File: config.mk
export PLATFORM = sky130hd
export DESIGN_NAME = ex_mem_skid
export DESIGN_NICKNAME = d
export VERILOG_FILES = /design/src/rtl/dlx_pkg.sv /design/src/rtl/ex_mem_entry.sv /design/src/rtl/ex_mem_skid.sv
export SDC_FILE = /design/constraint.sdc
export NUM_CORES = 1
export LEC_CHECK = 0
export ABC_AREA = 1
export BUFFER_PORTS_ARGS = -buffer_cell sky130_fd_sc_hd__buf_2
export CAP_MARGIN = 40
export CORE_ASPECT_RATIO = 1.2
export CORE_MARGIN = 2
export CORE_UTILIZATION = 46
export DETAILED_ROUTE_END_ITERATION = 12
export PLACE_DENSITY = 0.78
export SLEW_MARGIN = 5
export SYNTH_ARGS = -nofsm -noshare
export SYNTH_HDL_FRONTEND = slang
export SYNTH_SLANG_ARGS = --single-unit
File: constraint.sdc
create_clock -name clk -period 1.4 [get_ports clk]
set_input_delay 0.35 -clock clk [delete_from_list [all_inputs] [get_ports clk]]
set_output_delay 0.35 -clock clk [all_outputs]
set_load 0.005 [all_outputs]
File: src/rtl/dlx_pkg.sv
// Shared DLX pipeline definitions: default widths, EX/MEM occupancy
// encoding and the packed EX/MEM bundle layout.
package dlx_pkg;

    localparam int DLX_DATA_W = 32;
    localparam int DLX_REG_W  = 5;

    // Occupancy of the EX/MEM skid stage.
    typedef enum logic [1:0] {
        OCC_EMPTY = 2'b00,  // no bundle held
        OCC_ONE   = 2'b01,  // main entry full
        OCC_TWO   = 2'b10   // main and skid entries full
    } occ_e;

    // Bundle field order, MSB first: result, carryout, rd, regwrite.
    function automatic int bundle_width(input int data_w, input int reg_w);
        return data_w + 1 + reg_w + 1;
    endfunction

endpackage

File: src/rtl/ex_mem_entry.sv
// One EX/MEM bundle register with load enable and asynchronous clear.
module ex_mem_entry #(
    parameter int W = 39
) (
    input  logic         clk,
    input  logic         rst_n,
    input  logic         load,
    input  logic [W-1:0] d,
    output logic [W-1:0] q
);

    logic [W-1:0] data_d;
    logic [W-1:0] data_q;

    // Next value: hold unless loaded.
    always_comb begin
        data_d = load ? d : data_q;
    end

    // Bundle storage register.
    // NOTE: the entry is cleared on reset because it drives out_* directly,
    // and those outputs must read 0 while rst_n is low.
    always_ff @(posedge clk or negedge rst_n) begin
        if (!rst_n) begin
            data_q <= '0;
        end else begin
            data_q <= data_d;
        end
    end

    assign q = data_q;

endmodule

File: src/rtl/ex_mem_skid.sv
// EX/MEM registered handshake stage: 2-entry skid buffer between the ALU
// and the memory stage, plus a sticky overflow-trap request.
module ex_mem_skid
    import dlx_pkg::*;
#(
    parameter int DATA_W = DLX_DATA_W,
    parameter int REG_W  = DLX_REG_W
) (
    input  logic              clk,
    input  logic              rst_n,
    input  logic              in_valid,
    output logic              in_ready,
    input  logic [DATA_W-1:0] in_result,
    input  logic              in_carryout,
    input  logic              in_overflow,
    input  logic              in_trap_en,
    input  logic [REG_W-1:0]  in_rd,
    input  logic              in_regwrite,
    input  logic [31:0]       in_pc,
    input  logic              flush,
    output logic              out_valid,
    input  logic              out_ready,
    output logic [DATA_W-1:0] out_result,
    output logic              out_carryout,
    output logic [REG_W-1:0]  out_rd,
    output logic              out_regwrite,
    output logic              trap,
    output logic [31:0]       trap_pc,
    input  logic              trap_ack
);

    localparam int BW = bundle_width(DATA_W, REG_W);

    occ_e          state_d, state_q;
    logic          trap_d, trap_q;
    logic [31:0]   trap_pc_d, trap_pc_q;

    logic          accept;
    logic          drain;
    logic          trip;
    logic          main_load;
    logic          skid_load;
    logic [BW-1:0] in_bundle;
    logic [BW-1:0] main_src;
    logic [BW-1:0] main_q;
    logic [BW-1:0] skid_q;

    // Handshake qualifiers; in_ready depends on registers only.
    assign in_ready  = (state_q != OCC_TWO) && !trap_q;
    assign out_valid = (state_q != OCC_EMPTY);
    assign accept    = in_valid && in_ready;
    assign drain     = out_valid && out_ready;
    assign trip      = in_overflow && in_trap_en;

    // A trapping op still flows to MEM, but never writes back.
    assign in_bundle = {in_result, in_carryout, in_rd, in_regwrite && !trip};

    // Occupancy next-state and entry load control.
    // NOTE: every signal written here gets a default first so no path
    // leaves it unassigned and no latch is inferred.
    always_comb begin
        state_d   = state_q;
        main_load = 1'b0;
        skid_load = 1'b0;
        main_src  = in_bundle;
        case (state_q)
            OCC_EMPTY: begin
                if (accept) begin
                    main_load = 1'b1;
                    state_d   = OCC_ONE;
                end
            end
            OCC_ONE: begin
                if (accept && drain) begin
                    main_load = 1'b1;
                end else if (accept) begin
                    skid_load = 1'b1;
                    state_d   = OCC_TWO;
                end else if (drain) begin
                    state_d = OCC_EMPTY;
                end
            end
            OCC_TWO: begin
                // Skid never bypasses main: it only moves up on a drain.
                if (drain) begin
                    main_load = 1'b1;
                    main_src  = skid_q;
                    state_d   = OCC_ONE;
                end
            end
            default: begin
                state_d = OCC_EMPTY;
            end
        endcase
        // Flush discards the buffer and any bundle offered this cycle.
        if (flush) begin
            state_d   = OCC_EMPTY;
            main_load = 1'b0;
            skid_load = 1'b0;
        end
    end

    // Sticky trap: set by a trapping accept, cleared by trap_ack, kept on flush.
    always_comb begin
        trap_d    = trap_q;
        trap_pc_d = trap_pc_q;
        if (trap_ack) begin
            trap_d = 1'b0;
        end
        if (accept && trip && !flush) begin
            trap_d    = 1'b1;
            trap_pc_d = in_pc;
        end
    end

    // Occupancy and trap registers.
    // NOTE: sequential state uses non-blocking assignments so every flop
    // samples the pre-edge value of its inputs.
    always_ff @(posedge clk or negedge rst_n) begin
        if (!rst_n) begin
            state_q   <= OCC_EMPTY;
            trap_q    <= 1'b0;
            trap_pc_q <= '0;
        end else begin
            state_q   <= state_d;
            trap_q    <= trap_d;
            trap_pc_q <= trap_pc_d;
        end
    end

    ex_mem_entry #(.W(BW)) u_main (
        .clk   (clk),
        .rst_n (rst_n),
        .load  (main_load),
        .d     (main_src),
        .q     (main_q)
    );

    ex_mem_entry #(.W(BW)) u_skid (
        .clk   (clk),
        .rst_n (rst_n),
        .load  (skid_load),
        .d     (in_bundle),
        .q     (skid_q)
    );

    assign {out_result, out_carryout, out_rd, out_regwrite} = main_q;
    assign trap    = trap_q;
    assign trap_pc = trap_pc_q;

endmodule

==> results of run 1 <==
## cell type report
| cell class | count | area share, % |
|---|---|---|
| clock inverter | 9 | 2.04 |
| sequential | 113 | 38.1 |
| timing repair buffer | 192 | 18.7 |
| inverter | 50 | 2.59 |
| tap | 129 | 2.17 |
| multi-input combinational | 438 | 29.7 |
| clock buffer | 23 | 6.71 |
## Yosys cell counts
| library cell | number |
|---|---|
| sky130_fd_sc_hd__nor2_2 | 3 |
| sky130_fd_sc_hd__inv_2 | 3 |
| sky130_fd_sc_hd__nand3_4 | 1 |
| sky130_fd_sc_hd__inv_1 | 47 |
| sky130_fd_sc_hd__buf_2 | 14 |
| sky130_fd_sc_hd__nand3_1 | 79 |
| sky130_fd_sc_hd__o21ai_1 | 4 |
| sky130_fd_sc_hd__dfrtp_1 | 113 |
| sky130_fd_sc_hd__a21oi_1 | 1 |
| sky130_fd_sc_hd__o21ai_0 | 37 |
| sky130_fd_sc_hd__o21ai_2 | 2 |
| sky130_fd_sc_hd__buf_1 | 3 |
| sky130_fd_sc_hd__clkbuf_1 | 15 |
| sky130_fd_sc_hd__a21oi_2 | 1 |
| sky130_fd_sc_hd__nand2_1 | 304 |
| sky130_fd_sc_hd__buf_6 | 2 |
| sky130_fd_sc_hd__buf_4 | 5 |
| sky130_fd_sc_hd__nor2_1 | 5 |
| sky130_fd_sc_hd__nand2_2 | 1 |
## power groups by stage
stage,logic [mW],registers [mW],clock network [mW]
3_5_place_dp,2.53,5.08,0
6_report,3.01,5.16,4.66
2_1_floorplan,1.27,5.06,0
4_1_cts,2.66,5.06,4.74
3_3_place_gp,2.41,5.04,0
5_1_grt,3.37,5.30,4.89
## cells by family (layout without fill, tap and decap cells)
group / Yosys count / count (layout) / synth area share, %
AO/OA/AOI/OAI: 45 / 45 / 4.69
buffers and inverters: 89 / 274 / 7.64
flip-flops: 113 / 113 / 56.0
AND/OR/NAND/NOR: 393 / 393 / 31.7
## layer usage
metal	global-route usage, %	vias up	share of wire (%)
li1	-	2332	-
met1	28.8	2348	39
met5	0	-	0
met3	7.16	28	6.8
met4	7.96	0	2.1
met2	39.5	191	52
## layout by cell type (no fill, tap or decap), types with 9 or more instances in the layout
master / count
sky130_fd_sc_hd__clkbuf_16: 22
sky130_fd_sc_hd__dfrtp_1: 112
sky130_fd_sc_hd__inv_1: 46
sky130_fd_sc_hd__buf_12: 10
sky130_fd_sc_hd__buf_6: 9
sky130_fd_sc_hd__nand3_1: 74
sky130_fd_sc_hd__nand2_4: 22
sky130_fd_sc_hd__buf_2: 150
sky130_fd_sc_hd__nand2_2: 47
sky130_fd_sc_hd__o21ai_0: 15
sky130_fd_sc_hd__o21ai_1: 22
sky130_fd_sc_hd__nand2_1: 235
sky130_fd_sc_hd__buf_4: 13
## metrics by stage
stage / total power [mW] / std cells / utilization (%) / TNS (ns) / area [µm²]
after global placement: 7.44 / 904 / 57.0 / -0.0216 / 6050
after floorplan: 6.33 / 640 / - / 0 / 5050
after CTS: 12.5 / 946 / 65.5 / -8.58 / 6960
after detailed placement: 7.61 / 904 / 57.0 / -1.84 / 6050
final: 12.8 / 954 / 69.9 / -9.87 / 7430
after global routing: 13.6 / 954 / 69.9 / -19.48 / 7430
## how the worst min path moves through the flow
| stage | endpoint | slack, ns | cells after the start |
|---|---|---|---|
| after floorplan | state_q[0] | 0.05 | 0 |
| after global placement | u_main.q[36] | 0.41 | 2 |
| after detailed placement | u_skid.q[37] | 0.42 | 2 |
| after CTS | trap_pc[3] | 0.12 | 3 |
| after global routing | trap_pc[19] | 0.12 | 3 |
| final | trap_pc[3] | 0.14 | 3 |
## worst max-delay path: cells and delay by family (launching register included)
family,cells,cell delay (ns)
AO/OA/AOI/OAI,1,0.21
buffers and inverters,3,0.38
AND/OR/NAND/NOR,5,0.44
flip-flops,1,0.41
## timing repair
| item | in CTS | in global routing |
|---|---|---|
| gates cloned | 4 | 6 |
| hold endpoints to repair | 71 | 0 |
| endpoints found under the setup margin | 91 | 115 |
| gates resized for setup | 33 | 117 |
| buffers inserted | 5 | 2 |
| hold buffers | 1 | 0 |
| pin swaps | 1 | 29 |
## state kept, by name, indices dropped and copies added, names as in the netlist
register / count
trap: 1
state_q: 2
u_main.q: 39
trap_pc: 32
u_skid.q: 39
==> impl_summary.md, run 1 <==
Synth
By area the synthesized netlist is led by sky130_fd_sc_hd__dfrtp_1, sky130_fd_sc_hd__nand2_1, sky130_fd_sc_hd__nand3_1. The area of the mapped netlist is 5050 µm². For this run, the number of Yosys warnings is 0.

Of all cell types, the one taking the most synthesized area is sky130_fd_sc_hd__dfrtp_1. In this run, distinct cell masters in the synthesized netlist total 19. In this run the mean area of a mapped cell was 7.89 µm².

The synthesized design contains 113 register bits. The number of nets in the synthesized netlist is 719. The register area share after synthesis is 56.0%. The synthesized design devotes to its leading area cell type 56.0% of total area. The synthesized instance count is 640.

GRT
The combined global-route utilization of all metal layers is 23.6%. Entering global routing, the biggest net connects 78 pins. The first-pass GRT wire length is 22.2 mm. The number of global-route vias before repair was 4806. The number of antenna violations at the first check in global routing is 0. The overflow left after global routing is 0.

Floorplanning
Once the floorplan was initialized, standard cells occupied 47.5% of the core. The die is 99.6 µm wide. In this run the core area contains 41 standard-cell rows.

The core area is 10600 µm². During I/O placement, the number of pins put on the boundary was 153. The die covers 11800 µm². From bottom edge to top edge, the die measures 119 µm.

Routing
The via count is 4899. For this run, design rule violations remaining after detail routing come to 0. The routed via count divided by cell count is 5.14.

The pre-antenna-repair detailed-routing pass consisted of 5 iterations. The wire length per cell is 15.1 µm. The detail route stage leaves a number of antenna-violating nets equal to 0. The aggregate routed wire length is 14.4 mm.

After the first detailed-routing iteration, the DRC count stood at 319.

Worst hold path
The tightest min-delay check is of the primary input to flop type. The start point of the worst hold path is in_pc[3].

Outcome
The final reports fail on setup timing. The flow ran to the end, but the final reports show violations.

Timing
The pin slew with the least headroom to its limit is 0.457 ns. The fmax is 0.640 GHz. Setup violations remaining at the end of the flow were counted as 112.

The final count of pins violating max slew is 0. The minimum clock period after layout is 1.56 ns. In the finished design, the share of the clock period the worst path needs comes to 112%. The worst setup margin is -0.161 ns.

Setup repair after global routing could not meet its margin everywhere. Hold is met by 0.136 ns. For the final database, setup skew stands at 0.00874 ns.

The count of endpoints failing hold in the final timing report is 0. Measured against its own limit, the worst slew margin works out to 69.5%.

Run
The count of maximum capacitance violations is 0.

Finish
Counting the fill cells in the layout gives 802. The share of post-route cells with drive strength above 1 is 38.1%. The number of antenna cells inserted is 0. The sequential cells in the finished layout cover a total of 2830 µm². The area growth from synthesis to final layout is 47.1%.

The multi-input combinational cells in the finished layout cover a total of 2210 µm². The total number of nets in the final design is 891.

Worst setup path
The worst reg2reg path depth is 9. The worst setup path category is flop to flop. The delay of the slowest cell on the worst path is 0.41 ns. The endpoint of the lowest-slack register-to-register path is u_main.q[22]. Setup slack on the worst reg-to-reg path comes out at -0.16 ns. The source of the worst register-to-register timing path is state_q[0]. STA classifies the critical path endpoint as a flop.

Data arrives at the worst endpoint at 1.86 ns. The slowest stage of the critical path belongs to the cell sky130_fd_sc_hd__dfrtp_1. In this run the worst path has a maximum fanout of 15.

The worst setup path is launched from a flop. The critical path starts at state_q[0]. The data required time at the worst endpoint is 1.70 ns. The critical path ends at u_main.q[22]. The critical path goes through inv_2 -> nand2_4 -> buf_6 -> nand3_4 -> o21ai_4 -> nand2_4 -> clkbuf_16 -> nand2_1 -> nand2_1.

Clocking
Buffers inserted during clock tree synthesis total 17. The tree is rooted in a sky130_fd_sc_hd__clkbuf_16. The maximum root-to-sink buffer count is 2.

The clock transition time at the flip-flop clock pins of the worst setup and hold paths is 0.05 ns. The CTS sink count is 113. The H-tree was split into 4 levels. The TritonCTS clock tree is built. For the worst-skew pair, the clock arrives at the later sink with an insertion delay of 0.41 ns.

Power and ir drop
In this run switching power makes up 29.3% of total power. The cell-internal power is 9.06 mW. The static leakage power is 4.27 nW. IR analysis of the VDD net gives a maximum drop of 1.00 mV. The total power per unit cell area is 1730 nW/µm². The share of power burned in combinational logic is 23.5%. The power share of the clock group is 36.3%.

The power spent charging and discharging nets is 3.77 mW. The part of the power in registers is 40.2%.

Placement
Routability-driven placement finished with a final weighted congestion of 0.792. OpenSTA, run right after detailed placement, puts the worst setup slack at -0.118 ns. During placement, the flow inserted port buffers numbering 152.

Detailed placement ended at an HPWL of 8.57 mm.
Note: power is estimated with default switching activity, not from simulation.
==> run 2, diff against run 1 <==
--- a/config.mk
+++ b/config.mk
@@ -5,14 +5,14 @@
 export SDC_FILE = /design/constraint.sdc
 export NUM_CORES = 1
 export LEC_CHECK = 0
-export ABC_AREA = 1
+export ABC_AREA = 0
 export BUFFER_PORTS_ARGS = -buffer_cell sky130_fd_sc_hd__buf_2
 export CAP_MARGIN = 40
 export CORE_ASPECT_RATIO = 1.2
 export CORE_MARGIN = 2
-export CORE_UTILIZATION = 46
+export CORE_UTILIZATION = 45
 export DETAILED_ROUTE_END_ITERATION = 12
-export PLACE_DENSITY = 0.78
+export PLACE_DENSITY = 0.77
 export SLEW_MARGIN = 5
 export SYNTH_ARGS = -nofsm -noshare
 export SYNTH_HDL_FRONTEND = slang
==> run 2 against run 1 <==
Compared with the run above:
- the run still ends with setup timing left
- maximum frequency shrank 15%
- power shrank 13%
- cell count is 25% lower
- via count decreased by 25%
- clock skew down 0.0020 ns
- sequential power decreased by 12%
- largest cell class unchanged
- largest power group unchanged
- highest routed layer unchanged
==> impl_summary.md, run 2 <==
Synth
The cell taking the most area after synthesis is sky130_fd_sc_hd__dfrtp_1. After synthesis, the most frequently instantiated cells are sky130_fd_sc_hd__dfrtp_1, sky130_fd_sc_hd__nand2_1, sky130_fd_sc_hd__mux2_2. The synthesized instance count is 386.

After Yosys synthesis, full adders, half adders and majority gates account for 0% of the synthesized area. The register bit count reported by yosys is 113. The main combinational cell family by area after synthesis is multiplexers. A synthesized cell averages 12.0 µm². The xor/xnor cell area share of the yosys netlist is 0%. The most frequently used cell type in the post-synthesis netlist is sky130_fd_sc_hd__dfrtp_1. Summing every instance area after synthesis gives 4630 µm². The number of distinct library cells after synthesis is 27. For this run, the register share of the synthesized area comes to 61.0%. Of all flip-flops after synthesis, the portion carrying an async set or reset was 100%. The number of warnings printed during yosys synthesis is 0. For this run, the leading register cell type out of synthesis is sky130_fd_sc_hd__dfrtp_1. Ranked by total cell area, the synthesized netlist is headed by sky130_fd_sc_hd__dfrtp_1, sky130_fd_sc_hd__mux2_2, sky130_fd_sc_hd__nand2_1. In this run, synthesis inferred 0 flip-flops with an integrated enable.

The number of nets in the synthesized netlist is 465. Summing the areas of all and, or, nand and nor instances in the mapped netlist gives 12.1% of the synthesized area. Summing the areas of all compound-gate instances in the mapped netlist gives 6.45% of the synthesized area. In the synthesized netlist, mux cells make up 17.0% of the area. The area share of the largest cell type after synthesis is 61.0%.

Worst hold path
The worst hold path class is primary input to flop. The worst hold path was traced through 2 stages. The worst hold path begins at in_pc[15]. The worst hold endpoint is trap_pc[15].

Floorplanning
The core region is 10000 µm². The chip width is 96.6 µm. The starting density of the core is 46.3%. In this run the count of I/O pins placed on the die edge is 153. The total die area is 11100 µm².

The floorplan step set the die height to 115 µm. The row count is 40.

Timing
After layout, the minimum clock period comes to 1.85 ns. The tightest hold margin is 0.177 ns. Setup repair after global routing could not meet its margin everywhere. The count of endpoints failing hold in the final timing report came to 0.

The worst pin sits at a relative slew slack of 69.0%. Static timing analysis puts the maximum clock frequency at 0.542 GHz. The ratio of final minimum period to clock period is 132%. The pin slew with the least headroom to its limit is 0.465 ns.

The final count of pins violating max slew is 0. The final setup violation count is 114. The worst setup margin is -0.446 ns.

The maximum clock skew at final layout is 0.00672 ns.

Power and ir drop
The worst vdd rail ir drop is 0.988 mV. Dividing total power by cell area gives a power density of 1650 nW/µm². The design draws 11.1 mW. For this design the static power due to leakage is 3.29 nW.

Worst setup path
The signal arrival time at the worst endpoint is 2.16 ns. The data required time at the worst endpoint is 1.71 ns. The worst setup path category is flop to flop. In this run the critical register-to-register path is launched from trap. The register-to-register setup slack is -0.45 ns. The endpoint of the lowest-slack register-to-register path is u_main.q[2]. The number of cells on the worst reg-to-reg path is 5.

STA classifies the critical path startpoint as a flop. The worst setup path is captured at a flop. The peak fanout along the critical path is 30.

Placement
The post-detailed-placement half-perimeter wirelength is 6.91 mm. The port buffer count is 152. The final estimated routing congestion in global placement is 0.754.

Clocking
The number of CTS-inserted buffers is 17. After clock tree synthesis, the clock-pin slew on the worst setup and hold paths is 0.05 ns. The maximum root-to-sink buffer count is 2. The root cell of the clock tree is sky130_fd_sc_hd__clkbuf_16.

The clock net in this run drives a total of 113 sinks. TritonCTS built the clock tree. The clock latency on the worst-skew pair is 0.40 ns. The H-tree depth is 4.

GRT
The pin count of the biggest net entering global routing is 76. The number of antenna violations at the first check in global routing came to 0. The overflow left after global routing is 0. The number of global-route vias before repair was 3827.

The first-pass GRT wire length is 18.7 mm. Across every metal layer, demand over resource in global routing totals 21.5%.

Finish
The area growth from synthesis to final layout is 45.5%. The library cell used most frequently in the layout, excluding fill and tap cells, is sky130_fd_sc_hd__buf_2. The total number of nets in the final design is 652.

Cells with a size suffix above 1 make up 51.7% of the layout. The final core area utilization is 67.4%. The number of antenna cells inserted is 0.

Leaving out fill and tap cells, the most frequent cells in the layout are sky130_fd_sc_hd__buf_2, sky130_fd_sc_hd__dfrtp_1, sky130_fd_sc_hd__nand2_1.

Run
The count of maximum capacitance violations is 0.

Outcome
The flow ran to the end, but the final reports show violations. The final reports fail on setup timing.

Routing
The aggregate routed wire length is 11.7 mm. In the routed design, unresolved DRC markers number 0. The final route contains 3689 vias. The detail route stage leaves a number of antenna-violating nets equal to 0. In the final routed layout, each cell accounts on average for 16.4 µm.

The first detailed-routing pass took 6 iterations. The routed via count divided by cell count is 5.18. The DRC violation total after the first TritonRoute iteration is 266.
run 2: cell count changes in the layout (fill, tap and decap cells not counted), sizes merged, moves of 2 or more:
cell / previous run / this run
buf: 185 / 189
o21ai: 43 / 1
nor2: 8 / 42
mux2: 0 / 70
clkbuf: 28 / 23
nand2: 305 / 81
a21oi: 2 / 0
a31oi: 0 / 41
nand3: 80 / 1
inv: 50 / 1
run 2: cell type report:
class,count,area [µm²]
Fill cell,716,3270
Sequential cell,113,2830
Multi-Input combinational cell,249,1800
Timing Repair Buffer,191,1330
Clock buffer,22,494
Tap cell,126,158
Clock inverter,10,130
Inverter,1,3.75
run 2: worst max-delay path: stages, from the launching register on:
cell and delay, ns:
sky130_fd_sc_hd__dfrtp_1 0.41, sky130_fd_sc_hd__or4bb_4 0.58, sky130_fd_sc_hd__a31oi_4 0.28, sky130_fd_sc_hd__buf_12 0.23
sky130_fd_sc_hd__nor2_1 0.07, sky130_fd_sc_hd__a31oi_1 0.17
run 2: per-layer routing:
metal / share of wire, % / wire, µm / vias up / global-route usage [%]
met5: 0 / 0 / - / 0
met4: 2.1 / 251 / 0 / 10.2
met3: 5.2 / 605 / 19 / 6.75
met2: 53 / 6160 / 131 / 37.2
met1: 40 / 4660 / 1828 / 24.5
li1: - / - / 1711 / -
run 2: power by group:
group | internal, mW | switching, mW | leakage (nW)
sequential | 4.11 | 0.446 | 1.34
clock | 3.02 | 1.44 | 0.308
combinational | 1.27 | 0.815 | 1.65
run 2: cell families after synthesis:
group,count (synthesis)
and+or+nand+nor,134
buffers and inverters,24
DFF,113
muxes,70
AOI/OAI and AO/OA,45
run 2: worst max-delay path by stage:
stage / slack (ns) / endpoint / depth (start not counted) / startpoint
after CTS: -0.44 / in_ready / 5 / state_q[1]
final: -0.45 / u_main.q[2] / 5 / trap
after detailed placement: -0.45 / u_main.q[18] / 6 / in_valid
after floorplan: -0.33 / u_main.q[18] / 5 / state_q[1]
after global placement: -0.37 / u_main.q[5] / 6 / in_valid
after global routing: -0.52 / u_skid.q[30] / 7 / state_q[1]
run 2: repair_timing:
action	4_1_cts	5_1_grt
gates resized for setup	50	8
cloned	6	1
setup endpoints to repair	114	115
endpoints found under the hold margin	62	0
pin swaps	3	2
buffers inserted	10	0
hold buffers	1	0
run 2: stage by stage:
step	TNS (ns)	instances	worst slack (ns)	instance area, µm²
after floorplan	-24.27	386	-0.329	4640
after global placement	-28.91	664	-0.368	5680
after detailed placement	-33.20	664	-0.453	5680
after CTS	-42.36	713	-0.439	6740
after global routing	-52.54	712	-0.522	6740
final	-43.68	712	-0.446	6740
==> run 3, diff against run 2 <==
--- a/config.mk
+++ b/config.mk
@@ -13,6 +13,7 @@
 export CORE_UTILIZATION = 45
 export DETAILED_ROUTE_END_ITERATION = 12
 export PLACE_DENSITY = 0.77
+export RECOVER_POWER = 50
 export SLEW_MARGIN = 5
 export SYNTH_ARGS = -nofsm -noshare
 export SYNTH_HDL_FRONTEND = slang
==> run 3 against run 2 <==
Compared with the run above:
- worst hold slack hardly changed
- non-clock buffer count stayed put
- sequential power hardly changed
- core utilization is 0.13 points lower
- flip-flop and latch count stayed put
- setup slack hardly changed
- the flow still finishes with violations (setup timing)
- combinational power hardly changed
- design area is 0.19% lower
- power hardly changed
==> impl_summary.md, run 3 (synthesized netlist as in run 2, its figures left out) <==
Outcome
The flow ran to the end, but the final reports show violations. The final reports fail on setup timing.

Power and ir drop
The cell-internal power is 8.39 mW. Per report_power, the clock group accounts for 40.2% of the total. The share of power burned in combinational logic is 18.7%.

The switching share of power is 24.4%. The worst vdd rail ir drop is 0.988 mV. The static leakage power is 3.29 nW. The power spent charging and discharging nets is 2.70 mW.

The part of the power in registers is 41.1%. The total power per unit cell area is 1650 nW/µm².

Finish
The total number of nets in the final design is 652. The top cell types in the final layout, fill and taps aside, are sky130_fd_sc_hd__buf_2, sky130_fd_sc_hd__dfrtp_1, sky130_fd_sc_hd__nand2_1. Compared with the post-synthesis result, the final layout area differs by 45.3%. The commonest non-fill, non-tap cell in the layout is sky130_fd_sc_hd__buf_2. 0 antenna diodes ended up in the layout. The share of post-route cells with drive strength above 1 is 51.5%.

Worst setup path
Of all nets on the critical path, the largest fanout is 30. Data on the critical path is required at its endpoint by 1.71 ns. The kind of end point of the critical path is a flop.

The signal arrival time at the worst endpoint is 2.16 ns. The setup path with the least slack is of type flop to flop. The kind of start point of the critical path is a flop.

Floorplanning
Pin placement for this block handled 153 I/O pins. Once the floorplan was initialized, standard cells occupied 46.3% of the core. The total die area is 11100 µm². The die extent in y is 115 µm. In this run the horizontal extent of the chip is 96.6 µm.

The region available for standard cell placement spans 10000 µm². In this run the core area contains 40 standard-cell rows.

Routing
In this run the remaining antenna-violating nets after routing total 0. The via count is 3689. After detailed routing, the number of remaining DRC violations is 0. The routed via count divided by cell count is 5.18.

The aggregate routed wire length is 11.7 mm. The DRC violation total after the first TritonRoute iteration is 266. The number of iterations in the first detailed-routing pass is 6. Dividing the detail-routed wire length by the instance count gives 16.4 µm.

Placement
At the end of routability-driven placement, the weighted congestion stood at 0.754. Summed over all nets, the half-perimeter wirelength after detailed placement is 6.91 mm. Before CTS, the worst setup slack after placement is -0.453 ns. The port buffer count is 152.

Timing
The minimum clock period after layout is 1.85 ns. In the post-route analysis, the smallest setup slack over all paths is -0.446 ns. The ratio of final minimum period to clock period is 132%.

The fmax is 0.542 GHz. The count of endpoints failing hold in the final timing report is 0. Across the routed clock network, the largest skew measured is 0.00718 ns.

The final count of pins violating max slew came to 0. Setup repair after global routing could not meet its margin everywhere. Setup violations remaining at the end of the flow were counted as 114. Final hold analysis gives a worst-case slack of 0.177 ns. At the pin with the least slew margin, the transition time is 0.663 ns. The worst pin sits at a relative slew slack of 55.8%.

GRT
The overflow left after global routing is 0. The first global-routing pass estimated 18.7 mm of wire. The number of global-route vias before repair came to 3827.

Entering global routing, the biggest net connects 76 pins. The number of antenna violations at the first check in global routing was 0. The combined global-route utilization of all metal layers is 21.5%.

Clocking
TritonCTS built the clock tree. The clock transition time at the flip-flop clock pins of the worst setup and hold paths is 0.05 ns. The root cell of the clock tree is sky130_fd_sc_hd__clkbuf_16.

The clock tree synthesis step divided the H-tree into 4 levels. The maximum root-to-sink buffer count is 2. For the worst-skew pair, the clock arrives at the later sink with an insertion delay of 0.40 ns.

The number of CTS-inserted buffers is 17. The CTS sink count is 113.

Run
The count of maximum capacitance violations is 0.

Worst hold path
The worst hold path class is primary input to flop.
==> run 3: changes by cell type in the layout (fill, tap and decap cells not counted), sizes merged <==
| cell | delta |
|---|---|
| buf | -2 |
| clkbuf | +2 |
==> run 3: final timing paths <==
kind / start / endpoint / slack [ns] / depth (start not counted)
max in group asynchronous: rst_n / u_skid.q[16] / 0.25 / 3
min in group asynchronous: rst_n / u_main.q[31] / 0.28 / 2
max reg2reg: trap / u_main.q[2] / -0.45 / 5
min reg2reg: u_skid.q[0] / u_skid.q[0] / 0.48 / 2
min: in_pc[15] / trap_pc[15] / 0.18 / 2
max: trap / u_main.q[2] / -0.45 / 5
==> run 3: power groups by stage <==
stage          sequential, mW  combinational [mW]  clock [mW]
2_1_floorplan            4.56               0.914           0
3_3_place_gp             4.52                1.74           0
3_5_place_dp             4.58                1.82           0
4_1_cts                  4.55                2.10        4.53
5_1_grt                  4.65                2.28        4.69
6_report                 4.56                2.08        4.46
==> run 3: through the flow <==
stage,util (%),power (mW),TNS (ns),cell area [µm²],cells
floorplan,-,5.48,-24.27,4640,386
global placement,56.8,6.26,-28.91,5680,664
detailed placement,56.8,6.40,-33.20,5680,664
CTS,67.3,11.2,-42.36,6740,713
global route,67.2,11.6,-52.54,6730,712
finish,67.2,11.1,-43.66,6730,712
==> run 3: repair_timing <==
action                                  CTS  global route
resized for setup                        50             8
pin swaps                                 3             2
buffers inserted                         10             0
endpoints found under the setup margin  114           115
endpoints found under the hold margin    62             0
hold buffers                              1             0
gates cloned                              6             1
==> run 3: worst max-delay path: stages, from the launching register on <==
cell and delay, ns:
sky130_fd_sc_hd__dfrtp_1 0.41, sky130_fd_sc_hd__or4bb_4 0.58, sky130_fd_sc_hd__a31oi_4 0.28, sky130_fd_sc_hd__buf_12 0.23
sky130_fd_sc_hd__nor2_1 0.07, sky130_fd_sc_hd__a31oi_1 0.17
==> run 3: routing by layer <==
| metal | global-route usage (%) | vias up | share of wire [%] |
|---|---|---|---|
| met2 | 37.2 | 133 | 53 |
| met3 | 6.75 | 19 | 5.7 |
| met5 | 0 | - | 0 |
| met4 | 10.2 | 0 | 2.2 |
| met1 | 24.5 | 1826 | 39 |
| li1 | - | 1711 | - |
==> run 3: layout make-up <==
type,instances,area (µm²)
clock inverter,10,130
clock buffer,22,494
multi-input combinational,249,1800
inverter,1,3.75
fill,721,3280
tap,126,158
timing repair buffer,191,1310
sequential,113,2830
